## src/rtl/osd_text_scanout.sv

```systemverilog
// osd_text_scanout
// Video-side reader for the OSD text VRAM. For each requested scanline it walks
// one text row of the character map through the byte-wide VRAM video port,
// looks up the matching glyph row in the font ROM and serialises it one pixel
// per ce_pixel. The next character is fetched in the background while the
// current one is shifted out.
//
// Ports
//   clk, reset           system clock, asynchronous active-high reset
//   ce_pixel             pixel enable (at most one pulse per 2 clk)
//   frame_start          restart at text row 0 / scanline 0
//   line_start           render one OSD scanline
//   vram_addr, vram_rd   byte read request to the VRAM video port
//   vram_data            VRAM byte, valid the clk after the request
//   font_addr, font_rd   glyph row request {code[6:0], scanline}
//   font_data            glyph row (MSB leftmost), valid the clk after request
//   pixel                current pixel, inverted when the code has bit 7 set
//   active               high while pixels of the current line are output
//   frame_done           high once every scanline of the frame is rendered
module osd_text_scanout #(
  parameter int ADDR_WIDTH = 16,
  parameter int BASE       = 0,
  parameter int COLS       = 32,
  parameter int ROWS       = 8,
  parameter int CHAR_H     = 8
) (
  input  logic                  clk,
  input  logic                  reset,
  input  logic                  ce_pixel,
  input  logic                  frame_start,
  input  logic                  line_start,
  output logic [ADDR_WIDTH-1:0] vram_addr,
  output logic                  vram_rd,
  input  logic [7:0]            vram_data,
  output logic [9:0]            font_addr,
  output logic                  font_rd,
  input  logic [7:0]            font_data,
  output logic                  pixel,
  output logic                  active,
  output logic                  frame_done
);

  localparam int COL_W = $clog2(COLS + 1);
  localparam int ROW_W = $clog2(ROWS + 1);

  typedef enum logic [2:0] {
    S_IDLE, S_FETCH_C, S_WAIT_C, S_FETCH_F, S_WAIT_F, S_RUN
  } state_t;

  state_t r_state, w_next;

  logic [ROW_W-1:0] r_row;
  logic [2:0]       r_scan;
  logic [COL_W-1:0] r_col;       // index of the next character to fetch/load
  logic             r_done;
  logic             r_first;     // RUN entry cycle: buffer -> shifter
  logic             r_pf_busy;
  logic [1:0]       r_pf_step;   // 0 fetch code, 1 wait, 2 fetch glyph, 3 wait
  logic             r_buf_full;
  logic [2:0]       r_pix;

  logic [7:0] r_code;
  logic [7:0] r_buf;
  logic       r_inv_buf;
  logic [7:0] r_shift;
  logic       r_inv;

  logic w_run, w_show;
  logic w_pf_fc, w_pf_wc, w_pf_ff, w_pf_wf;
  logic w_vram_rd, w_font_rd, w_cap_code, w_cap_font;
  logic w_boundary, w_last, w_eol, w_scan_last;
  logic [ADDR_WIDTH-1:0] w_addr;

  assign w_run   = (r_state == S_RUN);
  assign w_show  = w_run && !r_first;

  assign w_pf_fc = w_show && r_pf_busy && (r_pf_step == 2'd0);
  assign w_pf_wc = w_show && r_pf_busy && (r_pf_step == 2'd1);
  assign w_pf_ff = w_show && r_pf_busy && (r_pf_step == 2'd2);
  assign w_pf_wf = w_show && r_pf_busy && (r_pf_step == 2'd3);

  assign w_vram_rd  = (r_state == S_FETCH_C) || w_pf_fc;
  assign w_font_rd  = (r_state == S_FETCH_F) || w_pf_ff;
  assign w_cap_code = (r_state == S_WAIT_C)  || w_pf_wc;
  assign w_cap_font = (r_state == S_WAIT_F)  || w_pf_wf;

  assign w_boundary  = w_show && ce_pixel && (r_pix == 3'd7);
  assign w_last      = (r_col == COL_W'(COLS));
  assign w_eol       = w_boundary && w_last;
  assign w_scan_last = (r_scan == 3'(CHAR_H - 1));

  // Address arithmetic is done at ADDR_WIDTH so it wraps modulo 2^ADDR_WIDTH.
  assign w_addr = ADDR_WIDTH'(BASE) + ADDR_WIDTH'(r_row) * ADDR_WIDTH'(COLS)
                + ADDR_WIDTH'(r_col);

  assign vram_rd    = w_vram_rd;
  assign vram_addr  = w_vram_rd ? w_addr : '0;
  assign font_rd    = w_font_rd;
  assign font_addr  = w_font_rd ? {r_code[6:0], r_scan} : 10'd0;
  assign active     = w_show;
  assign pixel      = w_show && (r_shift[7] ^ r_inv);
  assign frame_done = r_done;

  always_ff @(posedge clk or posedge reset) begin
    if (reset) r_state <= S_IDLE;
    else       r_state <= w_next;
  end

  always_comb begin
    w_next = r_state;
    if (frame_start) begin
      // A line_start in the same clk is honoured after the restart.
      w_next = line_start ? S_FETCH_C : S_IDLE;
    end else begin
      case (r_state)
        S_IDLE:    if (line_start && !r_done) w_next = S_FETCH_C;
        S_FETCH_C: w_next = S_WAIT_C;
        S_WAIT_C:  w_next = S_FETCH_F;
        S_FETCH_F: w_next = S_WAIT_F;
        S_WAIT_F:  w_next = S_RUN;
        S_RUN:     if (w_eol) w_next = S_IDLE;
        default:   w_next = S_IDLE;
      endcase
    end
  end

  always_ff @(posedge clk or posedge reset) begin
    if (reset) begin
      r_row      <= '0;
      r_scan     <= '0;
      r_col      <= '0;
      r_done     <= 1'b0;
      r_first    <= 1'b0;
      r_pf_busy  <= 1'b0;
      r_pf_step  <= '0;
      r_buf_full <= 1'b0;
      r_pix      <= '0;
    end else if (frame_start) begin
      r_row      <= '0;
      r_scan     <= '0;
      r_col      <= '0;
      r_done     <= 1'b0;
      r_first    <= 1'b0;
      r_pf_busy  <= 1'b0;
      r_pf_step  <= '0;
      r_buf_full <= 1'b0;
      r_pix      <= '0;
    end else begin
      case (r_state)
        S_WAIT_F: begin
          r_first    <= 1'b1;
          r_pix      <= '0;
          r_buf_full <= 1'b0;
          r_pf_busy  <= 1'b0;
        end
        S_RUN: begin
          if (r_first) begin
            r_first <= 1'b0;
            r_col   <= r_col + 1'b1;
          end else begin
            // Background fetch of character r_col; finishes long before the
            // next character boundary since ce_pixel is at most every 2 clk.
            if (r_pf_busy) begin
              r_pf_step <= r_pf_step + 1'b1;
              if (r_pf_step == 2'd3) begin
                r_pf_busy  <= 1'b0;
                r_buf_full <= 1'b1;
              end
            end else if (!r_buf_full && (r_col < COL_W'(COLS))) begin
              r_pf_busy <= 1'b1;
              r_pf_step <= '0;
            end
            if (ce_pixel) begin
              r_pix <= r_pix + 1'b1;
              if (r_pix == 3'd7) begin
                if (w_last) begin
                  r_col <= '0;
                  if (w_scan_last) begin
                    r_scan <= '0;
                    r_row  <= r_row + 1'b1;
                    if (r_row == ROW_W'(ROWS - 1)) r_done <= 1'b1;
                  end else begin
                    r_scan <= r_scan + 1'b1;
                  end
                end else begin
                  r_buf_full <= 1'b0;
                  r_col      <= r_col + 1'b1;
                end
              end
            end
          end
        end
        default: ;
      endcase
    end
  end

  // Datapath: contents only matter while qualified by the control above.
  always_ff @(posedge clk) begin
    if (w_cap_code) r_code <= vram_data;
    if (w_font_rd)  r_inv_buf <= r_code[7];
    if (w_cap_font) r_buf <= font_data;
    if (w_run && r_first) begin
      r_shift <= r_buf;
      r_inv   <= r_inv_buf;
    end else if (w_show && ce_pixel) begin
      if (r_pix == 3'd7) begin
        r_shift <= r_buf;
        r_inv   <= r_inv_buf;
      end else begin
        r_shift <= {r_shift[6:0], 1'b0};
      end
    end
  end

endmodule

```

## config.mk

```make
export PLATFORM = sky130hd
export DESIGN_NAME = osd_text_scanout
export DESIGN_NICKNAME = d
export VERILOG_FILES = /design/src/rtl/osd_text_scanout.sv
export SDC_FILE = /design/constraint.sdc
export NUM_CORES = 1
export LEC_CHECK = 0
export BUFFER_PORTS_ARGS = -buffer_cell sky130_fd_sc_hd__buf_2
export CAP_MARGIN = 15
export CORE_MARGIN = 1
export CORE_UTILIZATION = 40
export DETAILED_ROUTE_END_ITERATION = 10
export PLACE_DENSITY = 0.66
export SLEW_MARGIN = 20
export SYNTH_ARGS = -nofsm -noshare
export SYNTH_HDL_FRONTEND = slang
export SYNTH_SLANG_ARGS = --single-unit
```

## constraint.sdc

```tcl
create_clock -name clk -period 2 [get_ports clk]
set_input_delay 0.5 -clock clk [delete_from_list [all_inputs] [get_ports clk]]
set_output_delay 0.5 -clock clk [all_outputs]
set_load 0.05 [all_outputs]
```

==> results of run 1 <==
## per-stage QoR
step                power [mW]  worst slack (ns)
floorplan                 1.96            -0.283
global placement          2.19          -0.00965
detailed placement        2.20          -0.00795
CTS                       3.29            -0.225
global route              3.48            -0.279
finish                    3.34            -0.197
## registers in the layout, summed over array words and instances, names as in the netlist
name        count
frame_done      1
r_buf           8
r_buf_full      1
r_code          8
r_col           6
r_first         1
r_inv           1
r_inv_buf       1
r_pf_busy       1
r_pf_step       2
r_pix           3
r_row           4
r_scan          3
r_shift         8
r_state         3
## area by class of cell
cell class,count,area (um2),share of cell area
well taps,77,96.3,0.0248
repair buffers,92,826,0.213
inverters,10,41.3,0.0106
clock buffers,6,72.6,0.0187
multi-input cells,166,1400,0.361
flip-flops and latches,51,1410,0.363
clock inverters,2,37.5,0.00967
## how the worst max path moves through the flow
| stage | slack, ns | to |
|---|---|---|
| 2_1_floorplan | -0.28 | vram_addr[9] |
| 3_3_place_gp | -0.01 | r_row[3]$_DFFE_PP0P_ |
| 3_5_place_dp | -0.008 | vram_addr[9] |
| 4_1_cts | -0.23 | font_addr[0] |
| 5_1_grt | -0.28 | font_addr[2] |
| 6_report | -0.20 | font_addr[2] |
## kinds of logic after synthesis
| kind of cell | synth area share |
|---|---|
| simple gates | 0.203 |
| flops | 0.525 |
| compound gates | 0.0893 |
| buf+inv | 0.0552 |
| fa+ha+maj | 0.0608 |
| mux | 0.0449 |
| xor+xnor | 0.0196 |
| other cells | 0.00140 |
## worst max-delay path, delay by kind of cell, from the launching register on
kind | cells | cell delay [ns]
compound gates | 1 | 0.18
buf+inv | 3 | 0.41
fa+ha+maj | 1 | 0.15
flops | 1 | 0.42
simple gates | 2 | 0.22
## metal layers
metal | part of all wire | vias to the layer above
met5 | 0 | -
met4 | 0.0073 | 0
met3 | 0.030 | 6
met2 | 0.53 | 40
met1 | 0.43 | 1016
li1 | - | 1019
## power by group
part / total [mW] / switching [mW] / internal [mW] / leakage, nW
logic: 1.33 / 0.732 / 0.600 / 1.01
clock network: 0.727 / 0.353 / 0.374 / 0.0514
registers: 1.28 / 0.0654 / 1.22 / 0.579
total: 3.34 / 1.15 / 2.19 / 1.64
## what timing repair did
item / 4_1_cts / 5_1_grt
gates resized for setup: 106 / 13
endpoints found under the setup margin: 25 / 33
cloned: 1 / 0
setup buffers: 9 / 3
pin swaps: 19 / 5
## cell usage after synthesis, types with 2 or more instances
master,count,share of area
a31oi_1,2,0.0047
mux2i_1,3,0.011
buf_4,6,0.017
dfrtp_1,25,0.23
nand2_1,7,0.0098
and3_1,2,0.0047
ha_1,13,0.061
mux2_2,7,0.029
or4_1,3,0.0084
nor2_1,17,0.024
and2_1,14,0.033
a32o_1,2,0.0075
and3b_1,2,0.0065
inv_1,10,0.014
xnor2_1,5,0.016
nor4_1,4,0.0093
nor3_1,5,0.0093
edfxtp_1,26,0.29
nor2b_1,4,0.0093
nand2b_1,8,0.019
a21oi_1,17,0.032
clkbuf_8,2,0.010
clkbuf_1,6,0.0084
o21ai_0,9,0.017
nand3_1,12,0.022
==> summary.txt, run 1 <==
Finish
  – Area growth, synth to finish: 45.1%
  – # fillers: between 500 and 600
  – Most frequent cells in the layout: buf_4, edfxtp_1, dfrtp_1
  – Share of cells above drive strength 1: 0.486
  – N_diodes: 0
  – Nets: 360
  – Leading cell type in the layout, fill and taps excluded: buf_4
  – Fin util: 0.608
  – Final instance area: 3880 um2
  – Non-Filler Instances: about 400

Critical path
  – Slowest cell on crit path: dfrtp_1
  – Critical Path, Cell by Cell: buf_6, ha_4, a31oi_4, nor2_4, buf_6, and2_4, buf_8
  – Slowest stage delay, CP: between 0.4 and 0.5 ns
  – Worst setup SP type: flop
  – RR Startpoint: r_col[1]$_DFFE_PP0P_
  – Critical path origin: r_pf_step[1]$_DFFE_PP0P_
  – Crit path kind: flop to output pin
  – CP dominant cell by count: buf_6
  – Worst Path Required: approximately 1.5 ns
  – Worst r2r path cells: 6
  – R2r setup slk: 0.09 ns
  – CP Capture Type: output pin
  – CP max FO: 6
  – WP data arrival: 1.70 ns
  – Worst reg2reg endpoint: r_row[3]$_DFFE_PP0P_

Placed design
  – Routability cong.: ~0.76
  – Placed wire-length estimate: between 3000 and 4000 um
  – Placed Cells: 383
  – Placed Area: 3280 um2
  – PortBufs: 45

Status
  – Status: finished, violations left
  – Failing checks: setup timing

STA
  – RSZ-0062 raised after global routing: true
  – Slack of the critical path: -0.197 ns
  – Crit share post-route: 1.10
  – WHS: 0.227 ns
  – Layout Skew: 0.00733 ns
  – Final setup viols: 22
  – Post-layout minimum cycle time: ~2.2 ns
  – Setup TNS: -3.13 ns
  – Max-slew violations: 0
  – Hold Fails Final Rpt: 0
  – Fmax: 455 MHz

Route
  – DRC: 0
  – Routed len/inst: roughly 15 um
  – DR vias/cell: 5.15
  – Total wire length: 6190 um
  – 1st-iter DRT viols: 152
  – Routed Antenna Nets: 0
  – Drt pass-1 iters: 4
  – Vias: 2,081

Floorplanning
  – Core area: 6390 um2
  – Initial Utilization: 0.419
  – Boundary Pins: 52
  – Die Span X: 83.8 um
  – FP Rows: 29
  – Die area: 7020 um2
  – Die height: 83.8 um

Clocking
  – CTS tree: done
  – Clk Latency, worst-skew pair: 0.31 ns
  – Clock transition at the registers of the reported paths: 0.10 ns
  – CTS Buf Count: 5
  – Root buffer cell: clkbuf_8
  – CTS max path bufs: 2
  – H-tree lvl count: 2
  – CTS Sinks: 51
  – CTS Hold Buffers Added: 0

Global routing
  – Met2 usage: 0.321
  – First-pass GRT wire length: between 10,000 and 15,000 um
  – Grt ovf: 0
  – Largest net degree at the start of global routing: 26
  – GRT Total Usage: 0.189
  – GR peak layer: met2
  – Initial antenna violation count: 0
  – Routing usage on met1: 0.243
  – Number of global-route vias before repair: around 2,100
  – M3 GR Usage: 0.0445

Synthesis
  – Sequential fraction of the synthesis area: 0.525
  – Ys Warns: 0
  – Register bit total from synthesis: between 50 and 60
  – Main synth FF type: edfxtp_1
  – Avg Cell Area, Syn: approximately 11 um2
  – Mapped Cells: roughly 240
  – Post-synth EDFFs: 26
  – Yosys cell types: 52
  – Synthesized area: 2680 um2
  – Post-synth ARST share: 0.490

Power and ir drop
  – PD cells: 861 nW/um2
  – Peak VDD IR: 473 uV
  – Leakage: around 1.6 nW

Flow run
  – Max cap viols: 0

Hold path
  – Hold Crit Class: input port to asynchronous set/reset pin
Note: power is estimated with default switching activity, not from simulation.
==> run 2: changes to the inputs <==
--- a/config.mk
+++ b/config.mk
@@ -8,10 +8,9 @@
 export BUFFER_PORTS_ARGS = -buffer_cell sky130_fd_sc_hd__buf_2
 export CAP_MARGIN = 15
 export CORE_MARGIN = 1
-export CORE_UTILIZATION = 40
+export CORE_UTILIZATION = 48
 export DETAILED_ROUTE_END_ITERATION = 10
-export PLACE_DENSITY = 0.66
-export SLEW_MARGIN = 20
+export PLACE_DENSITY = 0.77
 export SYNTH_ARGS = -nofsm -noshare
 export SYNTH_HDL_FRONTEND = slang
 export SYNTH_SLANG_ARGS = --single-unit
==> run 2 against run 1 <==
Against the previous run:
- the run still ends with setup timing left
- combinational power down 8%
- cell count is 3.7% lower
- global-route usage rose by 2.9 points
- utilization increased by 11 points
- clock skew is 0.0014 ns higher
- total power down 7.0%
- non-clock buffer count fell by 8
- clock power is 19% lower
- via count down 1.2%
- critical endpoint is now font_addr[0]
- largest power group is now registers
==> summary.txt, run 2 (synthesis gave the netlist of run 1 again) <==
Status
  – Status: finished, violations left
  – Failing checks: setup timing

Floorplanning
  – Core area: roughly 5200 um2
  – Boundary Pins: 52
  – Initial Utilization: 0.511
  – Die Span X: 76.7 um
  – Die area: 5880 um2
  – Die height: 76.7 um
  – FP Rows: 26

Critical path
  – CP dominant cell by count: buf_6
  – Slowest cell on crit path: dfrtp_1
  – Critical Path, Cell by Cell: buf_6, ha_4, a31oi_4, nor2_4, buf_6, and2_4, buf_8
  – Crit path kind: flop to output pin
  – CP Capture Type: output pin
  – WP buf/inv: 3
  – WP data arrival: about 1.7 ns
  – CP max FO: 6
  – Slowest stage delay, CP: 0.42 ns
  – Crit-path leading delay family: flip-flops
  – Worst Path Required: 1.50 ns
  – Worst setup SP type: flop
  – R2r setup slk: around 0.07 ns

Power and ir drop
  – Psw: 1.11 mW
  – Power share of the clock group: 0.190
  – Sw Ratio: 0.359
  – Peak VDD IR: 825 uV
  – Reg power frac: 0.413
  – Comb power frac: 0.397
  – PD cells: 827 nW/um2
  – Internal: approximately 2 mW
  – Leakage: 1.58 nW

Route
  – Vias: just over 2,000
  – DR vias/cell: roughly 5.3
  – Drt pass-1 iters: 4
  – Total wire length: 5910 um
  – 1st-iter DRT viols: 141
  – Routed Antenna Nets: 0
  – DRC: 0
  – Routed len/inst: 15.2 um

Hold path
  – Hold Crit Class: input port to asynchronous set/reset pin

STA
  – Post-layout minimum cycle time: approximately 2.2 ns
  – Final setup viols: 22
  – RSZ-0062 raised after global routing: true
  – Max-slew violations: 0
  – Slack of the critical path: -0.179 ns
  – Crit share post-route: 1.09
  – Fmax: ~460 MHz
  – Hold Fails Final Rpt: 0
  – WHS: 0.230 ns
  – Layout Skew: 0.00869 ns

Finish
  – Leading cell type in the layout, fill and taps excluded: buf_4
  – Area growth, synth to finish: 40.5%
  – # fillers: 359
  – Share of cells above drive strength 1: 0.473
  – Nets: 352
  – N_diodes: 0
  – Largest regs: r_buf (8), r_code (8), r_shift (8)
  – Non-Filler Instances: 389
  – Most frequent cells in the layout: buf_4, edfxtp_1, dfrtp_1

Clocking
  – CTS tree: done
  – H-tree lvl count: 2
  – CTS Sinks: 51
  – CTS Buf Count: 5
  – Clk Latency, worst-skew pair: 0.31 ns
  – CTS max path bufs: 2
  – Clock transition at the registers of the reported paths: about 0.09 ns
  – Root buffer cell: clkbuf_8

Global routing
  – First-pass GRT wire length: about 10000 um
  – Initial antenna violation count: 0
  – GRT Total Usage: 0.218
  – Grt ovf: 0
  – Number of global-route vias before repair: a little over 2,000
  – Largest net degree at the start of global routing: 26

Placed design
  – Placed wire-length estimate: 3930 um
  – PortBufs: between 40 and 50
  – Routability cong.: 0.806
  – Placed Cells: 374

Flow run
  – Max cap viols: 0
==> run 2: power by group through the flow <==
stage               registers [mW]  logic, mW  clock network, mW
floorplan                     1.26      0.699                  0
global placement              1.28      0.885                  0
detailed placement            1.29      0.895                  0
CTS                           1.28       1.18              0.601
global route                  1.29       1.30              0.633
finish                        1.28       1.23              0.590
==> run 2: through the flow <==
step	utilization	setup slack (ns)	TNS, ns	instance area, um2	power (mW)
after floorplan	-	-0.283	-2.08	2830	1.96
after global placement	0.621	0.0177	0	3250	2.17
after detailed placement	0.621	-0.0260	-0.0260	3250	2.18
after CTS	0.709	-0.208	-3.06	3710	3.06
after global routing	0.718	-0.246	-4.54	3760	3.23
final	0.718	-0.179	-3.07	3760	3.11
==> run 2: cell type report <==
cell class              instances  area, um2  share of cell area
multi-input cells             166       1390               0.370
flip-flops and latches         51       1410               0.375
repair buffers                 84        743               0.198
well taps                      70       87.6              0.0233
inverters                      10       41.3              0.0110
clock buffers                   6       72.6              0.0193
clock inverters                 2       13.8             0.00366
==> run 2: path summary, 6_finish.rpt <==
path	startpoint	depth (start not counted)	endpoint
worst max-delay path	r_pf_step[1]$_DFFE_PP0P_	7	font_addr[0]
worst min-delay path	reset	3	r_col[1]$_DFFE_PP0P_
worst max register to register	r_state[1]$_DFFE_PP0P_	5	r_col[2]$_DFFE_PP0P_
worst min register to register	r_inv_buf$_DFFE_PN_	0	r_inv$_DFFE_PP_
max in group asynchronous	reset	3	r_state[2]$_DFFE_PP0P_
min in group clk	font_data[2]	1	r_buf[2]$_DFFE_PP_
==> run 2: worst min-delay path: cells and delay by family <==
family,cells,cell delay [ns]
buffers and inverters,3,0.44
==> run 2: timing repair <==
item	4_1_cts	5_1_grt
setup endpoints to repair	24	27
cloned	1	0
pin swaps	20	5
gates resized for setup	99	10
hold endpoints to repair	0	0
buffers inserted	5	2
hold buffers	0	0
==> run 2: per-layer routing <==
layer / share of wire / global-route usage / wire [um]
met4: 0.016 / 0.0769 / 93
met1: 0.45 / 0.291 / 2680
met5: 0 / 0 / 0
met3: 0.036 / 0.0440 / 214
met2: 0.50 / 0.352 / 2930
